==> src/rtl/cache_req_arbiter_pkg.sv <==
// cache_req_arbiter_pkg: op encoding and FSM states shared with the cache controller
package cache_req_arbiter_pkg;
  typedef enum logic [1:0] {
    OP_READ  = 2'b00,
    OP_WRITE = 2'b01,
    OP_IDLE  = 2'b10
  } op_e;
  typedef enum logic [1:0] {
    S_IDLE,
    S_ISSUE,
    S_WAIT
  } state_e;
  function automatic logic is_req(input logic [1:0] op);
    return !op[1];
  endfunction
endpackage

==> src/rtl/cache_req_arbiter_rr_arb2.sv <==
// rr_arb2: two-way round-robin pick; on contention the port not granted last wins
module rr_arb2 (
  input  logic [1:0] req_i,
  input  logic       last_i,
  output logic [1:0] gnt_o
);
  always_comb gnt_o = &req_i ? {~last_i, last_i} : req_i;
endmodule

==> src/rtl/cache_req_arbiter.sv <==
// cache_req_arbiter: shares one cache CPU port between two requesters with a timeout abort
module cache_req_arbiter
  import cache_req_arbiter_pkg::*;
#(
  parameter int WIDTH_A = 32,
  parameter int WIDTH_D = 32,
  parameter int TIMEOUT = 1024
) (
  input  logic               clk,
  input  logic               rst,
  input  logic [1:0]         req0_op,
  input  logic [1:0]         req1_op,
  input  logic [WIDTH_A-1:0] req0_addr,
  input  logic [WIDTH_A-1:0] req1_addr,
  input  logic [WIDTH_D-1:0] req0_wdata,
  input  logic [WIDTH_D-1:0] req1_wdata,
  output logic               req0_ready,
  output logic               req1_ready,
  output logic               req0_complete,
  output logic               req1_complete,
  output logic               req0_err,
  output logic               req1_err,
  output logic [WIDTH_D-1:0] req0_rdata,
  output logic [WIDTH_D-1:0] req1_rdata,
  output logic [1:0]         cpu_request,
  output logic [WIDTH_A-1:0] cpu_addr,
  output logic [WIDTH_D-1:0] cpu_wdata,
  input  logic [WIDTH_D-1:0] cpu_rdata,
  input  logic               cache_ready,
  input  logic               cache_complete
);
  localparam int CW = TIMEOUT > 1 ? $clog2(TIMEOUT) : 1;
  localparam logic [CW-1:0] CNT_MAX = CW'(TIMEOUT - 1);
  state_e state_q, state_d;
  logic last_q, sel_q, grant, done, abort;
  logic [1:0] op_q, req_v, gnt, cmp_q, err_q;
  logic [WIDTH_A-1:0] addr_q;
  logic [WIDTH_D-1:0] wdata_q, rd0_q, rd1_q;
  logic [CW-1:0] cnt_q;
  assign req_v = {is_req(req1_op), is_req(req0_op)};
  rr_arb2 u_rr (
    .req_i (req_v),
    .last_i(last_q),
    .gnt_o (gnt)
  );
  always_comb begin
    grant = state_q == S_IDLE && |req_v;
    done = cache_complete && (state_q == S_WAIT || (state_q == S_ISSUE && cache_ready));
    abort = state_q != S_IDLE && !done && cnt_q == CNT_MAX;
    state_d = grant ? S_ISSUE :
              (done || abort) ? S_IDLE :
              (state_q == S_ISSUE && cache_ready) ? S_WAIT : state_q;
  end
  always_ff @(posedge clk) begin
    if (rst) state_q <= S_IDLE;
    else state_q <= state_d;
  end
  // last_q resets to 1 so that port 0 wins the first contention
  always_ff @(posedge clk) begin
    if (rst) begin
      last_q  <= 1'b1;
      sel_q   <= 1'b0;
      op_q    <= OP_IDLE;
      addr_q  <= '0;
      wdata_q <= '0;
      rd0_q   <= '0;
      rd1_q   <= '0;
      cnt_q   <= '0;
      cmp_q   <= '0;
      err_q   <= '0;
    end else begin
      cmp_q <= done ? (sel_q ? 2'b10 : 2'b01) : 2'b00;
      err_q <= abort ? (sel_q ? 2'b10 : 2'b01) : 2'b00;
      if (grant) cnt_q <= '0;
      else if (state_q != S_IDLE && cnt_q != CNT_MAX) cnt_q <= cnt_q + CW'(1);
      if (grant) begin
        sel_q   <= gnt[1];
        last_q  <= gnt[1];
        op_q    <= gnt[1] ? req1_op : req0_op;
        addr_q  <= gnt[1] ? req1_addr : req0_addr;
        wdata_q <= gnt[1] ? req1_wdata : req0_wdata;
      end
      if (done && !sel_q) rd0_q <= cpu_rdata;
      if (done && sel_q) rd1_q <= cpu_rdata;
    end
  end
  assign cpu_request = state_q == S_ISSUE ? op_q : OP_IDLE;
  assign cpu_addr = addr_q;
  assign cpu_wdata = wdata_q;
  assign req0_ready = state_q == S_ISSUE && cache_ready && !sel_q;
  assign req1_ready = state_q == S_ISSUE && cache_ready && sel_q;
  assign {req1_complete, req0_complete} = cmp_q;
  assign {req1_err, req0_err} = err_q;
  assign req0_rdata = rd0_q;
  assign req1_rdata = rd1_q;
endmodule

==> config.mk <==
export PLATFORM = sky130hd
export DESIGN_NAME = cache_req_arbiter
export DESIGN_NICKNAME = d
export VERILOG_FILES = /design/src/rtl/cache_req_arbiter_pkg.sv /design/src/rtl/cache_req_arbiter_rr_arb2.sv /design/src/rtl/cache_req_arbiter.sv
export SDC_FILE = /design/constraint.sdc
export NUM_CORES = 1
export LEC_CHECK = 0
export BUFFER_PORTS_ARGS = -buffer_cell sky130_fd_sc_hd__buf_2
export CAP_MARGIN = 20
export CORE_AREA = 2 2 118 120
export CTS_CLUSTER_DIAMETER = 60
export CTS_CLUSTER_SIZE = 16
export DETAILED_ROUTE_END_ITERATION = 6
export DIE_AREA = 0 0 120 122
export GPL_ROUTABILITY_DRIVEN = 0
export PLACE_DENSITY = 0.82
export SLEW_MARGIN = 15
export SYNTH_ARGS = -nofsm -noshare
export SYNTH_HDL_FRONTEND = slang
export SYNTH_SLANG_ARGS = --single-unit
==> constraint.sdc <==
create_clock -name clk -period 2.51 [get_ports clk]
set_input_delay 0.251 -clock clk [delete_from_list [all_inputs] [get_ports clk]]
set_output_delay 0.251 -clock clk [all_outputs]
set_load 0.02 [all_outputs]
# [Word-level counts from Yosys, hierarchy flattened]
# Cells that the tools add are included.
[totals] register_bits=148 input_bits=168 out_inout_bits=136 elab_cells=54
[classes] add_sub_neg=1 n_eq_ne=4 n_mux=9 bitwise_logic=3 reduce_logical=25
[ops] op="32-bit two-way mux" count=2
[ops] op="10-bit by 1-bit adder with 10-bit output (second input constant)" count=1
[ops] op="10-bit == test (second input constant)" count=1
[ops] op="1-bit logical AND" count=10
[ops] op="10-bit != test (second input constant)" count=1
[ops] op="2-bit two-way mux" count=4
[ops] op="2-bit OR reduction" count=4
[ops] op="1-bit logical NOT" count=4
[ops] op="1-bit two-way mux" count=3
[ops] op="1-bit NOT" count=3
[ops] op="3-bit nonzero test" count=1
[ops] op="3-bit OR reduction" count=1
[ops] op="2-bit by 1-bit == test with 1-bit output (second input constant)" count=1
[ops] op="2-bit == test (second input constant)" count=1
[ops] op="2-bit logical NOT" count=1
[ops] op="1-bit logical OR" count=2
[ops] op="2-bit AND reduction" count=1
[ops] op="2-bit nonzero test" count=1

# [Logic depth before layout (Yosys ltp)]
# Gate-level depths: netlist of the first run.
[logic_depth] word_depth=10 mapped_depth=7 ltp_nobuf=5

# [Hierarchy]
# A second synthesis of the first run with hierarchy kept.
[unflattened] cells_unflattened=649 hier_area_um2=5989.5
[modules_own_cells] mod="cache_req_arbiter" instances=1 cells_per_inst=646 area_each_um2=5970.7 seq_area_each_um2=2962.8
[modules_own_cells] mod="rr_arb2" instances=1 cells_per_inst=3 area_each_um2=18.8 seq_area_each_um2=0.0

# [Least setup slack after synthesis of the first run]
# Ideal clock, no wire load.
[synth_timing] path_type="register to register" start="reg state_q[0]" end="reg rd0_q[10] (netlist: req0_rdata[10])" setup_time_ns=0.128 arrival_time_ns=1.452 t_required_ns=2.382 path_slack_ns=0.931 path_stages_with_launch=7 path_buffers=2 synth_period_minus_slack_ns=1.579 cell_sequence="dfxtp_1 buf_2 nand2b_1 a211oi_4 buf_6 mux2i_1 nor2_1"
[synth_via] elab_chain_cells=5 word_cells_on_any_way=6 classes_between="2 x eq/ne; 4 x reduce/logical"
[synth_rtl] item="start: declaration" line="cache_req_arbiter.sv:34" source="state_e state_q, state_d;"
[synth_rtl] item="start signal: assignment" line="cache_req_arbiter.sv:56" source="else state_q <= state_d;"
[synth_rtl] item="2-bit by 1-bit == test with 1-bit output" line="cache_req_arbiter.sv:48" source="done = cache_complete && (state_q == S_WAIT || (state_q == S_ISSUE && cache_ready));"
[synth_rtl] item="1-bit logical AND" line="cache_req_arbiter.sv:48"
[synth_rtl] item="1-bit logical OR (*)" line="cache_req_arbiter.sv:48"
[synth_rtl] item="1-bit logical AND (*)" line="cache_req_arbiter.sv:48"
[synth_rtl] item="1-bit logical AND (*)" line="cache_req_arbiter.sv:83" source="if (done && !sel_q) rd0_q <= cpu_rdata;"
[synth_rtl] item="end signal: assignment" line="cache_req_arbiter.sv:83"
[synth_rtl] item="end: declaration" line="cache_req_arbiter.sv:38" source="logic [WIDTH_D-1:0] wdata_q, rd0_q, rd1_q;"
# Mark *: on every way between the ends. The rest lies on a longest branch, timed or not.
# A chain may end at the register's enable or synchronous reset.

# [Worst setup path in the final report of the first run]
[layout_timing] start="reg state_q[0]" end="reg addr_q[25] (netlist: cpu_addr[25])"
[layout_via] elab_chain_cells=2
[layout_rtl] item="2-bit logical NOT" line="cache_req_arbiter.sv:47" source="grant = state_q == S_IDLE && |req_v;"
[layout_rtl] item="1-bit logical AND" line="cache_req_arbiter.sv:47"
[layout_rtl] item="end signal: assignment" line="cache_req_arbiter.sv:80" source="addr_q <= gnt[1] ? req1_addr : req0_addr;"
[layout_rtl] item="end: declaration" line="cache_req_arbiter.sv:37" source="logic [WIDTH_A-1:0] addr_q;"
# Every way passes these cells.

==> out/metrics.cfg, run 1 <==
[status]
outcome = finished clean

[synth]
synth-main-ff-cell = sky130_fd_sc_hd__dfxtp_1
cell_area_after_synthesis_mm2 = 0.00606
synthesis.nets = 809
yosysWarningCount = 0
synth-edff-count = 0
netlist_instances = 640
synth_cell_types = 43
yosysSeqAreaShare_pct = 48.9
ys_async_sr_fraction_pct = 0
syn_avg_cell_area_um2 = 9.47
post_synthesis_register_bit_count = 148

[global_routing]
globalRoute.totalOverflow = 0
grt_busiest_layer = met2
grt_start_max_net_pins = 56
grt_util_met2_pct = 38.2
overall_routing_resource_usage_pct = 22.8
grtUsageMet1_pct = 26.3
number_of_antenna_violations_at_the_first_check_in_global_routing = 2
grt_first_pass_wirelength_mm = 26.1
number_of_global_route_vias_before_repair = 5140
groute.layer.met3.usage_pct = 8.94

[floorplan]
initial_utilization_pct = 44.9
top_level_ports = 304
die_h_um = 122
die_w_um = 120
placeable_core_region_mm2 = 0.0135
rows = 43
floorplan.die_area_mm2 = 0.0146

[sta]
min_period_over_period_pct = 73.2
slew_violations = 0
relSlewSlack_pct = 58.6
max_clock_freq_ghz = 0.545
hold_violation_count_in_the_final_report = 0
tightestPinTransition_ps = 621
rsz_0062_raised_after_global_routing = no
post_layout_minimum_cycle_time_ps = 1840
timing.clock.skew_ps = 7.12
postLayoutSetupSlackWorst_ps = 674
tns_ps = 0
setup_violations = 0

[drt]
detailroute.via_count = 5678
dr.pass1.iters = 4
detailedRoute.firstIterationViolations = 237
drt.antenna.violating_nets = 0
avgRoutedWirePerCell_um = 15.5
route.detailed.drc = 0
via_per_inst = 5.07
detail_route.wirelength_mm = 17.4

[clock_tree]
ctsHtreeMaxLevel = 4
post_cts_hold_buffer_count = 0
clock_tree.buffer_depth = 2
cts_tree = yes
clock_sinks = 148
clock_edge_transition_at_the_registers_on_the_reported_setup_and_hold_paths_ps = 70
tritoncts.num_buffers = 17
postCtsSetupBuffers = 0
clock_latency_ps = 420
clockRootBuffer = sky130_fd_sc_hd__clkbuf_16
number_of_gates_resized_after_cts = 0

[hold_path]
min_path_type = primary input to flop
worstHoldPathCells = 3

[placement]
place.port_buffers = 303
place_worst_setup_slack_ps = 715
detailed_place_hpwl_mm = 13.0

[layout]
mostFrequentLayoutCells = 302 x sky130_fd_sc_hd__buf_2, 148 x sky130_fd_sc_hd__dfxtp_1, 115 x sky130_fd_sc_hd__nor2_1, 99 x sky130_fd_sc_hd__mux2i_1, 72 x sky130_fd_sc_hd__nand2_1
finish.utilization_pct = 61.4
layout_commonest_cell = sky130_fd_sc_hd__buf_2
finalNetCount = 1095
fillCellCount = 1182
syn2layout_area_growth_pct = 36.8
fraction_of_layout_instances_using_a_drive_strength_above_1_pct = 38.9

[pwr]
irDropWorstVdd_uv = 405
leakage_nw = 3.81
power_per_cell_area_mw_per_mm2 = 739

[job]
cap_viol_max_count = 0

[critical_path]
worst_path_largest_cell_delay_ps = 400
reg2regPathDepth = 5
cp_slowest_cell = sky130_fd_sc_hd__dfxtp_1
worst_setup_path_end_kind = flop
critical_path_buf_inv_count = 1
crit_cells = 5
crit_family = compound AO/OA/AOI/OAI gates
cp_data_arrival_time_ps = 2170
cp_max_fo = 28
critical_path_class = flop to flop
worst-endpoint-required_ps = 2840
setup.worst_path.start_class = flop
worstPathCellList = or2_1 -> a21oi_4 -> buf_4 -> nor2_1 -> a211oi_1

path summary, 6_finish.rpt:
check / to / start / slack (ps)
worst max-delay path: cpu_addr[25] / state_q[0] / 670
worst min register to register: op_q[1] / op_q[1] / 450
worst min-delay path: req1_rdata[9] / cpu_rdata[9] / 80
worst max register to register: cpu_addr[25] / state_q[0] / 670
logic make-up (layout without fill, tap and decap cells):
family                     count (synthesis)  count (layout)  synth area share, %
adders and majority gates                  1               1                0.206
DFF                                      148             148                 48.9
buffers and inverters                     53             352                 4.61
AOI/OAI and AO/OA                        120             120                 14.7
and+or+nand+nor                          215             215                 14.7
other                                      0               1                    0
xor gates and xnor gates                   4               4                0.578
muxes                                     99              99                 16.4
tightest hold or removal path, stage by stage:
cell                      delay (ps)
sky130_fd_sc_hd__buf_2           100
sky130_fd_sc_hd__nand2_1          50
sky130_fd_sc_hd__a21oi_1          50
routing by layer:
layer	vias up	wire (um)
met5	-	13
met4	2	270
met3	22	1590
met2	239	8420
met1	2603	7060
li1	2812	-
synthesized netlist by cell type (2+ instances only):
master	count	share of area [%]
sky130_fd_sc_hd__xor2_1	3	0.43
sky130_fd_sc_hd__a211oi_2	12	2.5
sky130_fd_sc_hd__mux2i_1	99	16
sky130_fd_sc_hd__buf_2	16	1.3
sky130_fd_sc_hd__clkbuf_1	20	1.2
sky130_fd_sc_hd__nand2_1	72	4.5
sky130_fd_sc_hd__nor3_1	7	0.58
sky130_fd_sc_hd__nor2_1	115	7.1
sky130_fd_sc_hd__buf_6	3	0.56
sky130_fd_sc_hd__o2111ai_1	2	0.29
sky130_fd_sc_hd__buf_4	10	1.2
sky130_fd_sc_hd__nand3_1	2	0.17
sky130_fd_sc_hd__dfxtp_1	148	49
sky130_fd_sc_hd__a211oi_1	55	6.8
sky130_fd_sc_hd__nand2b_1	4	0.41
sky130_fd_sc_hd__a21oi_1	37	3.1
sky130_fd_sc_hd__nor2b_1	3	0.31
sky130_fd_sc_hd__and3_1	2	0.21
sky130_fd_sc_hd__inv_1	4	0.25
sky130_fd_sc_hd__o21ai_0	3	0.25
stage by stage:
stage                     instance area (um^2)  total power [W]  std cells  hold slack, ps
after global routing                      8290          0.00638       1120            65.4
final                                     8290          0.00613       1120            79.6
after floorplan                           6060          0.00332        640             387
after CTS                                 8290          0.00617       1119            56.3
after detailed placement                  7710          0.00371       1087             440
after global placement                    7710          0.00368       1087             424
area by class of cell:
| cell class | count | area, um^2 | share of cell area [%] |
|---|---|---|---|
| Tap cell | 180 | 225 | 2.72 |
| Clock inverter | 15 | 148 | 1.78 |
| Timing Repair Buffer | 316 | 1670 | 20.1 |
| Antenna cell | 1 | 2.50 | 0.0302 |
| Inverter | 4 | 15.0 | 0.181 |
| Clock buffer | 17 | 425 | 5.13 |
| Multi-Input combinational cell | 439 | 2840 | 34.3 |
| Sequential cell | 148 | 2960 | 35.7 |
state kept, by name, summed over array words and instances, names as in the netlist:
signal	flops
cpu_addr	32
cpu_wdata	32
req0_rdata	32
req1_rdata	32
cnt_q	10
cmp_q	2
err_q	2
op_q	2
state_q	2
last_q	1
sel_q	1
where the power goes:
| part | internal, W | leakage [nW] | total (W) | switching, W |
|---|---|---|---|---|
| Clock | 0.00139 | 0.267 | 0.00247 | 0.00108 |
| Sequential | 0.00251 | 1.21 | 0.00260 | 0.0000894 |
| Combinational | 0.000424 | 2.33 | 0.00106 | 0.000633 |
| Total | 0.00432 | 3.81 | 0.00613 | 0.00180 |
(Power assumes the default switching activity.)
==> run 2: changes to the inputs <==
--- a/config.mk
+++ b/config.mk
@@ -7,11 +7,11 @@
 export LEC_CHECK = 0
 export BUFFER_PORTS_ARGS = -buffer_cell sky130_fd_sc_hd__buf_2
 export CAP_MARGIN = 20
-export CORE_AREA = 2 2 118 120
+export CORE_MARGIN = 1.5
+export CORE_UTILIZATION = 46
 export CTS_CLUSTER_DIAMETER = 60
 export CTS_CLUSTER_SIZE = 16
 export DETAILED_ROUTE_END_ITERATION = 6
-export DIE_AREA = 0 0 120 122
 export GPL_ROUTABILITY_DRIVEN = 0
 export PLACE_DENSITY = 0.82
 export SLEW_MARGIN = 15
==> constraint.sdc (replaced) <==
create_clock -name clk -period 1.7 [get_ports clk]
set_input_delay 0.17 -clock clk [delete_from_list [all_inputs] [get_ports clk]]
set_output_delay 0.17 -clock clk [all_outputs]
set_load 0.02 [all_outputs]
==> run 2 against run 1 <==
Compared with the run above:
- non-clock buffer count up 29
- clock skew rose by 2.0 ps
- via count rose by 2.9%
- clock power up 44%
- hold slack worse by 70 ps
- design area rose by 4.1%
- highest routed layer is now met4
==> out/metrics.cfg, run 2 (same netlist as run 1, synthesis figures left out) <==
[global_routing]
grt_util_met2_pct = 44.4  ; +6.2 points
groute.layer.met3.usage_pct = 9.79  ; +0.84 points
grt_busiest_layer = met2
number_of_antenna_violations_at_the_first_check_in_global_routing = 3  ; +1
grt_first_pass_wirelength_mm = 28.7  ; +10%
overall_routing_resource_usage_pct = 25.5  ; +2.7 points
grt_start_max_net_pins = 71  ; +27%
number_of_global_route_vias_before_repair = 5797  ; +13%
globalRoute.totalOverflow = 0  ; unchanged
grtUsageMet1_pct = 28.9  ; +2.6 points

[layout]
layout_commonest_cell = sky130_fd_sc_hd__buf_2
finish.utilization_pct = 67.8  ; +6.4 points
fraction_of_layout_instances_using_a_drive_strength_above_1_pct = 40.0  ; +1.1 points
layout.area.seq_mm2 = 0.00297  ; about the same
fillCellCount = 998  ; -16%
mostFrequentLayoutCells = 302 x sky130_fd_sc_hd__buf_2, 146 x sky130_fd_sc_hd__dfxtp_1, 115 x sky130_fd_sc_hd__nor2_1, 99 x sky130_fd_sc_hd__mux2i_1, 72 x sky130_fd_sc_hd__nand2_1
finish.instance_area_mm2 = 0.00862  ; +4.1%
multiInputGateArea_mm2 = 0.00286  ; +0.62%
finalNetCount = 1124  ; +2.6%
syn2layout_area_growth_pct = 42.4

[critical_path]
worst_path_largest_cell_delay_ps = 370  ; -30 ps
cp_max_fo = 32  ; +14%
worstPathCellList = nand2b_1 -> a211oi_4 -> buf_12 -> mux2i_1 -> nor2_1
setup.worst_path.start_class = flop
cp_data_arrival_time_ps = 1890  ; -280 ps
critical_path_class = flop to flop
crit_family = flip-flops
critical_path_buf_inv_count = 1  ; unchanged
worst-endpoint-required_ps = 2000  ; -840 ps
cp_slowest_cell = sky130_fd_sc_hd__dfxtp_2
worst_setup_path_end_kind = flop

[floorplan]
placeable_core_region_mm2 = 0.0127  ; -5.8%
top_level_ports = 304  ; unchanged
rows = 41  ; -4.7%
initial_utilization_pct = 47.6  ; +2.8 points
die_h_um = 118  ; -3.5%
die_w_um = 118  ; -1.9%
floorplan.die_area_mm2 = 0.0139  ; -5.3%

[clock_tree]
clockRootBuffer = sky130_fd_sc_hd__clkbuf_16
clock_sinks = 148  ; unchanged
clock_latency_ps = 420  ; about the same
clock_edge_transition_at_the_registers_on_the_reported_setup_and_hold_paths_ps = 70  ; about the same
clock_tree.buffer_depth = 2  ; unchanged
cts_tree = yes
ctsHtreeMaxLevel = 4  ; unchanged
tritoncts.num_buffers = 17  ; unchanged
postCtsSetupBuffers = 0  ; unchanged

[sta]
slew_violations = 0  ; unchanged
rsz_0062_raised_after_global_routing = no
tns_ps = 0  ; unchanged
max_clock_freq_ghz = 0.629  ; +16%
timing.clock.skew_ps = 9.09  ; +1.97 ps
min_period_over_period_pct = 93.5  ; +20 points
post_layout_minimum_cycle_time_ps = 1590  ; -247 ps
relSlewSlack_pct = 74.9  ; +16 points
hold_violation_count_in_the_final_report = 0  ; unchanged
setup_violations = 0  ; unchanged
tightestPinTransition_ps = 377  ; -244 ps

[drt]
drt.antenna.violating_nets = 0  ; unchanged
via_per_inst = 5.11  ; +0.80%
route.detailed.drc = 0  ; unchanged
dr.pass1.iters = 4  ; unchanged
detailedRoute.firstIterationViolations = 388  ; +64%
detailroute.via_count = 5841  ; +2.9%
avgRoutedWirePerCell_um = 15.6  ; +0.91%
detail_route.wirelength_mm = 17.9  ; +3.0%

[placement]
detailed_place_hpwl_mm = 12.8  ; -1.5%
post_dp_cell_area_mm2 = 0.00791  ; +2.6%
place.port_buffers = 303  ; unchanged

[hold_path]
min_path_type = primary input to flop

[pwr]
leakage_nw = 3.98  ; +4.5%
cellInternalPower_w = 0.00637  ; +47%
switching_power_w = 0.00271  ; +50%
power.share.combinational_pct = 18.6  ; +1.3 points
irDropWorstVdd_uv = 947  ; +130%
total_power_w = 0.00908  ; +48%
seq_power_share_pct = 42.3  ; about the same
power_per_cell_area_mw_per_mm2 = 1050  ; +42%
p_clk_share_pct = 39.1  ; -1.2 points
swShare_pct = 29.8  ; +0.40 points

[job]
cap_viol_max_count = 0  ; unchanged

[status]
outcome = finished clean

==> run 2: power groups by stage <==
stage	Sequential, W	Combinational, W	Clock, W
3_5_place_dp	0.00391	0.00166	0
5_1_grt	0.00387	0.00183	0.00373
2_1_floorplan	0.00416	0.000740	0
6_report	0.00384	0.00169	0.00355
3_3_place_gp	0.00390	0.00162	0
4_1_cts	0.00384	0.00169	0.00358
==> run 2: final timing paths <==
check,startpoint,end,slack [ps],depth (start not counted)
setup / recovery,state_q[0],req0_rdata[12],110,5
hold / removal,cpu_rdata[2],req1_rdata[2],10,3
setup reg to reg,state_q[0],req0_rdata[12],110,5
hold reg to reg,req1_rdata[9],req1_rdata[9],450,2
==> run 2: what timing repair did <==
action | CTS | global route
pin swaps | 0 | 0
endpoints found under the hold margin | 17 | 1
endpoints found under the setup margin | 1 | 32
hold buffers | 12 | 1
resized for setup | 1 | 5
==> run 2: area by class of cell <==
| class | instances | share of cell area [%] |
|---|---|---|
| inverters | 4 | 0.174 |
| well taps | 172 | 2.50 |
| multi-input cells | 439 | 33.2 |
| flip-flops and latches | 148 | 34.4 |
| diodes | 3 | 0.0870 |
| clock buffers | 18 | 5.09 |
| clock inverters | 14 | 1.36 |
| repair buffers | 345 | 23.2 |
==> run 2: per-stage QoR <==
| stage | std cells | setup slack (ps) | hold WS, ps |
|---|---|---|---|
| after floorplan | 640 | 121 | 306 |
| after CTS | 1139 | 40.4 | 0.489 |
| after global routing | 1142 | 17.7 | 0.111 |
| after global placement | 1095 | 135 | 421 |
| after detailed placement | 1095 | 66.3 | 428 |
| final | 1143 | 110 | 9.80 |
==> run 2: metal layers <==
layer	up-vias	part of all wire, %
met3	22	8.4
met1	2712	40
met5	-	0
met4	0	1.7
met2	239	50
li1	2868	-
==> run 2: tightest hold or removal path, delay by kind of cell <==
family          cells  cell delay, ps
compound gates      1              50
buf+inv             1             110
simple gates        1              50
